`src/rtl/mem_split_arbiter_if.sv`:
```
// Split-transaction memory port: request channel plus in-order read response.
// Signals:
//   req/we/addr/wdata/be : request valid and payload, held stable until ack
//   ack                  : request accepted this cycle
//   resp/rdata           : read response strobe and data
// Modports:
//   master : issues requests (host side, or the arbiter facing the target)
//   slave  : accepts requests (target side, or the arbiter facing a host)
interface mem_split_arbiter_if;
    logic        req;
    logic        we;
    logic [31:0] addr;
    logic [31:0] wdata;
    logic [3:0]  be;
    logic        ack;
    logic        resp;
    logic [31:0] rdata;

    modport master (
        output req, we, addr, wdata, be,
        input  ack, resp, rdata
    );

    modport slave (
        input  req, we, addr, wdata, be,
        output ack, resp, rdata
    );
endinterface

```
`src/rtl/mem_split_arbiter.sv`:
```
// 2-to-1 round-robin arbiter merging two split-transaction hosts onto one
// target; read responses are steered back through an order FIFO of host IDs.
// Ports:
//   clk_i, rst_i : clock, synchronous active-high reset
//   m0, m1       : host ports (slave modport)
//   target       : merged target port (master modport)
//   err_o        : sticky protocol error, only with ARB_ERR_CHECK_EN defined
// Parameter ORDER_FIFO_POW: log2 of max outstanding reads.
module mem_split_arbiter #(
    parameter int ORDER_FIFO_POW = 3
) (
    input  logic                clk_i,
    input  logic                rst_i,
    mem_split_arbiter_if.slave  m0,
    mem_split_arbiter_if.slave  m1,
    mem_split_arbiter_if.master target
`ifdef ARB_ERR_CHECK_EN
    ,
    output logic                err_o
`endif
);

    localparam int DEPTH = 1 << ORDER_FIFO_POW;
    localparam int CNT_W = ORDER_FIFO_POW + 1;

    logic                      lock_valid;
    logic                      lock_id;
    logic                      rr_ptr;

    logic [DEPTH-1:0]          order_q;
    logic [ORDER_FIFO_POW-1:0] wr_ptr;
    logic [ORDER_FIFO_POW-1:0] rd_ptr;
    logic [CNT_W-1:0]          count;

    logic                      grant;
    logic                      g_req;
    logic                      g_we;
    logic [31:0]               g_addr;
    logic [31:0]               g_wdata;
    logic [3:0]                g_be;

    logic                      full;
    logic                      empty;
    logic                      blocked;
    logic                      accept;
    logic                      push;
    logic                      pop;
    logic                      head;

    // Lock wins; a lone requester wins; a tie (or idle) falls to rr_ptr.
    always_comb begin
        grant = rr_ptr;
        if (lock_valid) begin
            grant = lock_id;
        end else if (m0.req != m1.req) begin
            grant = m1.req;
        end
    end

    assign g_req   = grant ? m1.req   : m0.req;
    assign g_we    = grant ? m1.we    : m0.we;
    assign g_addr  = grant ? m1.addr  : m0.addr;
    assign g_wdata = grant ? m1.wdata : m0.wdata;
    assign g_be    = grant ? m1.be    : m0.be;

    assign full  = (count == CNT_W'(DEPTH));
    assign empty = (count == '0);

    // A read with no room to record its host ID is held off; a same-cycle
    // pop is not forwarded, so space only appears the cycle after.
    assign blocked = !g_we && full;

    assign target.req   = g_req && !blocked && !rst_i;
    assign target.we    = g_we;
    assign target.addr  = g_addr;
    assign target.wdata = g_wdata;
    assign target.be    = g_be;

    assign accept = target.req && target.ack;
    assign push   = accept && !g_we;
    assign pop    = target.resp && !empty;
    assign head   = order_q[rd_ptr];

    assign m0.ack   = accept && !grant;
    assign m1.ack   = accept && grant;
    assign m0.resp  = pop && !head;
    assign m1.resp  = pop && head;
    assign m0.rdata = target.rdata;
    assign m1.rdata = target.rdata;

    always_ff @(posedge clk_i) begin
        if (rst_i) begin
            lock_valid <= 1'b0;
            lock_id    <= 1'b0;
            rr_ptr     <= 1'b0;
            wr_ptr     <= '0;
            rd_ptr     <= '0;
            count      <= '0;
        end else begin
            if (accept) begin
                lock_valid <= 1'b0;
                rr_ptr     <= ~grant;
            end else if (target.req) begin
                lock_valid <= 1'b1;
                lock_id    <= grant;
            end

            if (push) begin
                wr_ptr <= wr_ptr + 1'b1;
            end
            if (pop) begin
                rd_ptr <= rd_ptr + 1'b1;
            end

            unique case ({push, pop})
                2'b10:   count <= count + 1'b1;
                2'b01:   count <= count - 1'b1;
                default: count <= count;
            endcase
        end
    end

    // ID storage needs no reset: pointers and count define validity.
    always_ff @(posedge clk_i) begin
        if (push) begin
            order_q[wr_ptr] <= grant;
        end
    end

`ifdef ARB_ERR_CHECK_EN
    logic        lock_we;
    logic [31:0] lock_addr;

    // Snapshot of the stalled request, taken when the lock is first set.
    always_ff @(posedge clk_i) begin
        if (!lock_valid && target.req && !target.ack) begin
            lock_we   <= g_we;
            lock_addr <= g_addr;
        end
    end

    always_ff @(posedge clk_i) begin
        if (rst_i) begin
            err_o <= 1'b0;
        end else if (target.resp && empty) begin
            err_o <= 1'b1;
        end else if (lock_valid &&
                     (!g_req || g_we != lock_we || g_addr != lock_addr)) begin
            err_o <= 1'b1;
        end
    end
`endif

endmodule

```
`src/flat_wrapper.sv`:
```
// flat-port wrapper written by rule: the top's interface ports become plain ports
module mem_split_arbiter_flat 
#(
    parameter int ORDER_FIFO_POW = 3
)
  (clk_i, rst_i, m0_req, m0_we, m0_addr, m0_wdata, m0_be, m0_ack, m0_resp, m0_rdata, m1_req, m1_we, m1_addr, m1_wdata, m1_be, m1_ack, m1_resp, m1_rdata, target_req, target_we, target_addr, target_wdata, target_be, target_ack, target_resp, target_rdata);
  mem_split_arbiter_if m0_i ();
  mem_split_arbiter_if m1_i ();
  mem_split_arbiter_if target_i ();
  input  logic clk_i;
  input  logic rst_i;
  input wire logic [$bits(m0_i.req)-1:0] m0_req;
  input wire logic [$bits(m0_i.we)-1:0] m0_we;
  input wire logic [$bits(m0_i.addr)-1:0] m0_addr;
  input wire logic [$bits(m0_i.wdata)-1:0] m0_wdata;
  input wire logic [$bits(m0_i.be)-1:0] m0_be;
  output wire logic [$bits(m0_i.ack)-1:0] m0_ack;
  output wire logic [$bits(m0_i.resp)-1:0] m0_resp;
  output wire logic [$bits(m0_i.rdata)-1:0] m0_rdata;
  input wire logic [$bits(m1_i.req)-1:0] m1_req;
  input wire logic [$bits(m1_i.we)-1:0] m1_we;
  input wire logic [$bits(m1_i.addr)-1:0] m1_addr;
  input wire logic [$bits(m1_i.wdata)-1:0] m1_wdata;
  input wire logic [$bits(m1_i.be)-1:0] m1_be;
  output wire logic [$bits(m1_i.ack)-1:0] m1_ack;
  output wire logic [$bits(m1_i.resp)-1:0] m1_resp;
  output wire logic [$bits(m1_i.rdata)-1:0] m1_rdata;
  output wire logic [$bits(target_i.req)-1:0] target_req;
  output wire logic [$bits(target_i.we)-1:0] target_we;
  output wire logic [$bits(target_i.addr)-1:0] target_addr;
  output wire logic [$bits(target_i.wdata)-1:0] target_wdata;
  output wire logic [$bits(target_i.be)-1:0] target_be;
  input wire logic [$bits(target_i.ack)-1:0] target_ack;
  input wire logic [$bits(target_i.resp)-1:0] target_resp;
  input wire logic [$bits(target_i.rdata)-1:0] target_rdata;
  assign m0_i.req = m0_req;
  assign m0_i.we = m0_we;
  assign m0_i.addr = m0_addr;
  assign m0_i.wdata = m0_wdata;
  assign m0_i.be = m0_be;
  assign m0_ack = m0_i.ack;
  assign m0_resp = m0_i.resp;
  assign m0_rdata = m0_i.rdata;
  assign m1_i.req = m1_req;
  assign m1_i.we = m1_we;
  assign m1_i.addr = m1_addr;
  assign m1_i.wdata = m1_wdata;
  assign m1_i.be = m1_be;
  assign m1_ack = m1_i.ack;
  assign m1_resp = m1_i.resp;
  assign m1_rdata = m1_i.rdata;
  assign target_req = target_i.req;
  assign target_we = target_i.we;
  assign target_addr = target_i.addr;
  assign target_wdata = target_i.wdata;
  assign target_be = target_i.be;
  assign target_i.ack = target_ack;
  assign target_i.resp = target_resp;
  assign target_i.rdata = target_rdata;
  mem_split_arbiter #(.ORDER_FIFO_POW(ORDER_FIFO_POW)) u_core (.clk_i(clk_i), .rst_i(rst_i), .m0(m0_i), .m1(m1_i), .target(target_i));
endmodule
```
`config.mk`:
```
export PLATFORM = sky130hd
export DESIGN_NAME = mem_split_arbiter_flat
export DESIGN_NICKNAME = d
export VERILOG_FILES = /design/src/rtl/mem_split_arbiter_if.sv /design/src/rtl/mem_split_arbiter.sv /design/src/flat_wrapper.sv
export SDC_FILE = /design/constraint.sdc
export NUM_CORES = 1
export LEC_CHECK = 0
export ABC_CLOCK_PERIOD_IN_PS = 4850
export BUFFER_PORTS_ARGS = -buffer_cell sky130_fd_sc_hd__buf_2
export CORE_AREA = 3 3 120 122
export CTS_CLUSTER_DIAMETER = 50
export DETAILED_ROUTE_END_ITERATION = 10
export DIE_AREA = 0 0 123 125
export PLACE_DENSITY_LB_ADDON = 0.25
export SLEW_MARGIN = 20
export SYNTH_ARGS = -nofsm -noshare
export SYNTH_HDL_FRONTEND = slang
export SYNTH_SLANG_ARGS = --single-unit
export TNS_END_PERCENT = 5
```
`constraint.sdc`:
```
create_clock -name clk_i -period 4.85 [get_ports clk_i]
set_clock_uncertainty 0.1 [all_clocks]
set_input_delay 0.2425 -clock clk_i [delete_from_list [all_inputs] [get_ports clk_i]]
set_output_delay 0.2425 -clock clk_i [all_outputs]
set_load 0.1 [all_outputs]
```
**Yosys cells after proc, flatten, opt, wreduce, memory -nomap -nowiden**

Cells that the tools add are included.

- Register bits after elaboration: 21
- Input port bits: 176
- Output and inout port bits: 138
- Logic and storage cells: 54

- Add/subtract/negate cells: 4
- $lt $le $gt $ge: 3
- Equal/unequal tests: 4
- Mux-type cells: 13
- Bitwise logic cells: 2
- Reduce and logical (&&, ||, !) cells: 21

Operators by type and width:

| cell | count |
|---|---|
| 2-to-1 mux 32 bit | 2 |
| logical AND 1 bit | 11 |
| bitwise mux 8 bit | 1 |
| less-than comparator 3 x 4 -> 1 bit (second input constant) | 2 |
| case mux 4 bit (2 select lines) | 1 |
| adder 3 x 1 -> 3 bit (second input constant) | 2 |
| zero test 1 bit | 6 |
| 2-to-1 mux 1 bit | 6 |
| adder 4 x 1 -> 4 bit (second input constant) | 1 |
| equality test 4 bit (second input constant) | 1 |
| zero test 4 bit | 1 |
| 2-to-1 mux 4 bit | 1 |
| subtractor 4 x 1 -> 4 bit (second input constant) | 1 |
| binary-select mux 1 bit (select 3 bit) | 1 |
| demux 1 bit (select 3 bit) | 1 |
| greater-or-equal comparator 3 x 1 -> 1 bit (second input constant) | 1 |
| equality test 2 x 1 -> 1 bit (second input constant) | 1 |
| equality test 2 bit (second input constant) | 1 |
| NOT 1 bit | 2 |
| AND reduction 2 bit | 1 |
| nonzero test 2 bit | 1 |
| OR reduction 2 bit | 1 |
| != test 1 bit | 1 |

**Longest topological paths before layout**

- Depth in word-level cells: 13
- Depth in mapped cells: 12
- Gate-level depth less buffers: 11

**Worst setup path before layout**

No wires, ideal clock.

- Path type: register to output
- Start: register u_core.rr_ptr
- End: output port target_req
- Data arrival time: 3.125 ns
- Required time: 4.508 ns
- Setup slack: 1.383 ns
- Cell stages (with the launch flop): 6
- Cell sequence: dfxtp_1 a21boi_0 nor2b_1 o21ai_2 o21ai_0 nor2_1

- Word-level cells in the longest chain between the ends: 8

Ends and longest elaborated chain:

| item | RTL line | text |
|---|---|---|
| start: declaration | mem_split_arbiter.sv:28 | `logic rr_ptr;` |
| start signal: assignment | mem_split_arbiter.sv:102 | `rr_ptr <= ~grant;` |
| 2-to-1 mux 1 bit | mem_split_arbiter.sv:55 | `end else if (m0.req != m1.req) begin` |
| 2-to-1 mux 1 bit | mem_split_arbiter.sv:53 | `if (lock_valid) begin` |
| 2-to-1 mux 1 bit | mem_split_arbiter.sv:61 | `assign g_we = grant ? m1.we : m0.we;` |
| named net target_we | flat_wrapper.sv:29 | `output wire logic [$bits(target_i.we)-1:0] target_we;` |
| zero test 1 bit | mem_split_arbiter.sv:71 | `assign blocked = !g_we && full;` |
| logical AND 1 bit | mem_split_arbiter.sv:71 |  |
| zero test 1 bit | mem_split_arbiter.sv:73 | `assign target.req = g_req && !blocked && !rst_i;` |
| logical AND 1 bit (2 in a row) | mem_split_arbiter.sv:73 |  |
| end: declaration | flat_wrapper.sv:28 | `output wire logic [$bits(target_i.req)-1:0] target_req;` |

The timed path passes the listed nets, and every way through them passes these cells.

**Final worst setup path**

- Start: register u_core.rr_ptr
- End: register u_core.count[2]

- Word-level cells in the longest chain between the ends: 12

Ends and longest elaborated chain:

| item | RTL line | text |
|---|---|---|
| 2-to-1 mux 1 bit * | mem_split_arbiter.sv:55 |  |
| 2-to-1 mux 1 bit * | mem_split_arbiter.sv:53 |  |
| 2-to-1 mux 1 bit | mem_split_arbiter.sv:61 |  |
| zero test 1 bit | mem_split_arbiter.sv:71, mem_split_arbiter.sv:80 |  |
| logical AND 1 bit | mem_split_arbiter.sv:71 |  |
| zero test 1 bit | mem_split_arbiter.sv:73 |  |
| logical AND 1 bit (2 in a row) | mem_split_arbiter.sv:73 |  |
| logical AND 1 bit | mem_split_arbiter.sv:79 | `assign accept = target.req && target.ack;` |
| logical AND 1 bit * | mem_split_arbiter.sv:80 | `assign push = accept && !g_we;` |
| equality test 2 x 1 -> 1 bit / equality test 2 bit (equally long branches) | mem_split_arbiter.sv:115 | `unique case ({push, pop})` |
| case mux 4 bit (2 select lines) / nonzero test 2 bit (equally long branches) | - |  |
| end signal: assignment | mem_split_arbiter.sv:116 | `2'b10: count <= count + 1'b1;` |
| end signal: assignment | mem_split_arbiter.sv:117 | `2'b01: count <= count - 1'b1;` |
| end signal: assignment | mem_split_arbiter.sv:118 | `default: count <= count;` |
| end: declaration | mem_split_arbiter.sv:33 | `logic [CNT_W-1:0] count;` |

Every way passes the cells marked *; elsewhere a longest branch is shown, timed or not.
A chain may end at the register's enable or synchronous reset.

==> results.cfg <==
[global_routing]
gr-total-overflow = 0
grt_usage = 0.112
grt_pass1_vias = 2397
antenna_found_initial = 0
grt_max_degree = 53
grt_pass1_wl_mm = 13.7

[setup_path]
r2r_end = u_core.count[2]
cp-startpoint = u_core.rr_ptr
slowest_stage = or3b_1
cp.required_ns = 4.93
path_cells = a21boi_0, nor2b_1, o21ai_2, or3b_1, ha_1, xor2_1, ha_1, a21oi_1, xor2_1, or3_1, a21oi_1
critPathMaxFanout = 12
worst-r2r-setup-slack_ns = 1.58
crit_path_end_kind = flop
r2r_cells = 11
r2r_start = u_core.rr_ptr
cp-start-kind = flop
cp-endpoint = u_core.count[2]
criticalPathCategory = flop to flop
crit_arrival_ns = 3.35
slowest_delay_ns = 0.61

[power_and_ir_drop]
pwr_density_cell_nw_per_um2 = 389
combPwrFrac = 0.691
p_clk_frac = 0.132
p_leak_nw = 1.58
switching_share = 0.593
p_sw_w = 0.000781
p_int_w = 0.000535
seqPwrFrac = 0.178
ir_drop_mv = 0.211

[cts]
numCtsBuffers = 3
post_cts_buffers = 0
htreeDepth = 1
cts_tree = done
cts_hold_buf = 0
cts_root_buf = clkbuf_16
cts.sinks = 21
cts_resized = 0
insertion_delay_ns = 0.25
cts_max_path_buffers = 2
cts.reportedPaths.clkPinSlew_ns = 0.06

[placed_design]
finalWeightedCongestion = 0.824
port-buffer-count = 217
place_area_um2 = 3300
dp_hpwl_mm = 8.24

[synth]
synthAdderAreaFrac = 0.0249
synth_top_family_by_area = multiplexers
synth_simple_gate_area_frac = 0.112
syn_area_per_cell_um2 = 9.84
ys_seq_area_frac = 0.200
syn_nets = 436
synth_area_leader_cell = mux2_2
synth_seq_cells = 21
synth_compound_area_frac = 0.0698
async_reset_ff_frac = 0
netlist_area_um2 = 2510
synthXorXnorAreaFrac = 0.0209
ys_warn_count = 0
synth-edff-count = 8
muxShareOfSynthArea = 0.352
synth_top_cell_area_share = 0.314
yosys-top-cells-area = mux2_2 (31%), buf_4 (19%), dfxtp_1 (10%)
synth_cell_types = 43
synth_cells = 255
synth_flop_cell = dfxtp_1

[sta]
setup_viol = 0
drv_slew = 0
fmax_mhz = 306
finalHoldViolCount = 0
max_slew_margin = 0.570
fin_setup_tns_ns = 0
holdWs_ns = 0.220
worstMarginPinSlew_ns = 0.636
fin_crit_sh = 0.674
rsz0062_at_grt = false
finalCriticalPeriod_ns = 3.27

[route]
ant_nets = 0
viasPerCell = 4.05
routed_wl_mm = 9.21
firstDrtPassIters = 4
drt_iter0_markers = 31
wl_per_cell_um = 15.9
drc = 0
routed-via-count = 2347

[floorplan]
io_pins = 314
core_um2 = 13300
start_util = 0.189
die-area_um2 = 15400
die_y_um = 125
num_rows = 42
die_w_um = 123

[cells_and_area]
layout.nets = 585
drive_gt1_frac = 0.759
layout_common_cells = buf_2 (217), mux2_2 (70), dfxtp_1 (13)
design_area_um2 = 3380
fillCellCount = 1429
final_common_cell = buf_2
n_antenna_cell = 0
area_delta_synth_final_pct = 34.8

[flow_run]
cap_violations = 0

[hold_path]
hold_path.class = input port to flop

[run_status]
run_status = complete, no violations
## flip-flops by register name, indices dropped and copies added (netlist names)
signal / flops
u_core.order_q: 8
u_core.rd_ptr: 3
u_core.wr_ptr: 3
u_core.lock_id: 1
u_core.count: 4
u_core.rr_ptr: 1
u_core.lock_valid: 1
## area by class of cell
type | count | area [um^2] | area share
multi-input cells | 155 | 1460 | 0.433
clock inverters | 1 | 5.00 | 0.00148
inverters | 4 | 15.0 | 0.00444
repair buffers | 219 | 1100 | 0.326
well taps | 176 | 220 | 0.0651
flip-flops and latches | 21 | 500 | 0.148
clock buffers | 3 | 75.1 | 0.0222
## how the worst min path moves through the flow
stage                          from          endpoint  slack, ns  cells after the start
global route                  rst_i  u_core.rd_ptr[0]       0.25                      2
floorplan                target_ack  u_core.wr_ptr[2]       0.33                      2
detailed placement  target_rdata[9]       m0_rdata[9]       0.39                      0
global placement    target_rdata[9]       m0_rdata[9]       0.39                      0
CTS                           rst_i  u_core.rd_ptr[0]       0.22                      2
finish                        rst_i  u_core.rd_ptr[2]       0.22                      2
## per-stage QoR
| stage | power (W) | utilization | cells | setup WS [ns] |
|---|---|---|---|---|
| 2_1_floorplan | 0.00123 | - | 255 | 1.38 |
| 3_5_place_dp | 0.00115 | 0.248 | 575 | 1.55 |
| 6_report | 0.00132 | 0.254 | 579 | 1.58 |
| 5_1_grt | 0.00138 | 0.254 | 579 | 1.37 |
| 3_3_place_gp | 0.00115 | 0.248 | 575 | 1.64 |
| 4_1_cts | 0.00133 | 0.254 | 579 | 1.58 |
## worst max-delay path, delay by kind of cell, from the launching register on
kind / cells / cell delay, ns
AND/OR/NAND/NOR: 3 / 1.13
AO/OA/AOI/OAI: 4 / 0.80
adder cells (fa/ha/maj): 2 / 0.54
flip-flops: 1 / 0.36
XOR/XNOR: 2 / 0.26
## power groups by stage
stage	Clock, W	Sequential (W)	Combinational, W
2_1_floorplan	0	0.000225	0.00100
3_3_place_gp	0	0.000237	0.000911
3_5_place_dp	0	0.000237	0.000914
4_1_cts	0.000179	0.000233	0.000918
5_1_grt	0.000185	0.000239	0.000952
6_report	0.000173	0.000234	0.000909
## cells in the mapped netlist, types with 2 or more instances
cell / number
mux2_2: 70
buf_4: 64
dfxtp_1: 13
nor2_1: 11
nand2_1: 10
edfxtp_1: 8
buf_2: 7
ha_1: 5
mux2i_1: 5
nor3_1: 5
xor2_1: 5
a21oi_1: 4
inv_1: 4
nor2b_1: 3
o21ai_0: 3
a211oi_1: 2
a21oi_2: 2
clkbuf_1: 2
mux4_2: 2
nand2b_1: 2
nor4_1: 2
nor4b_2: 2
nor4b_4: 2
o21bai_1: 2
o41ai_1: 2
## kinds of logic after synthesis
logic type                 count (synthesis)
AOI/OAI and AO/OA                         23
xor gates and xnor gates                   6
adders and majority gates                  5
buffers and inverters                     79
DFF                                       21
muxes                                     77
and+or+nand+nor                           44
## layer usage
metal  share of wire  routed length [um]  track usage  vias up
li1                -                   -            -     1145
met1            0.41                3750        0.143     1068
met2            0.52                4750        0.195      128
met3           0.068                 629       0.0230        6
met4          0.0092                  85       0.0235        0
met5               0                   0            0        -
(Power assumes the default switching activity.)
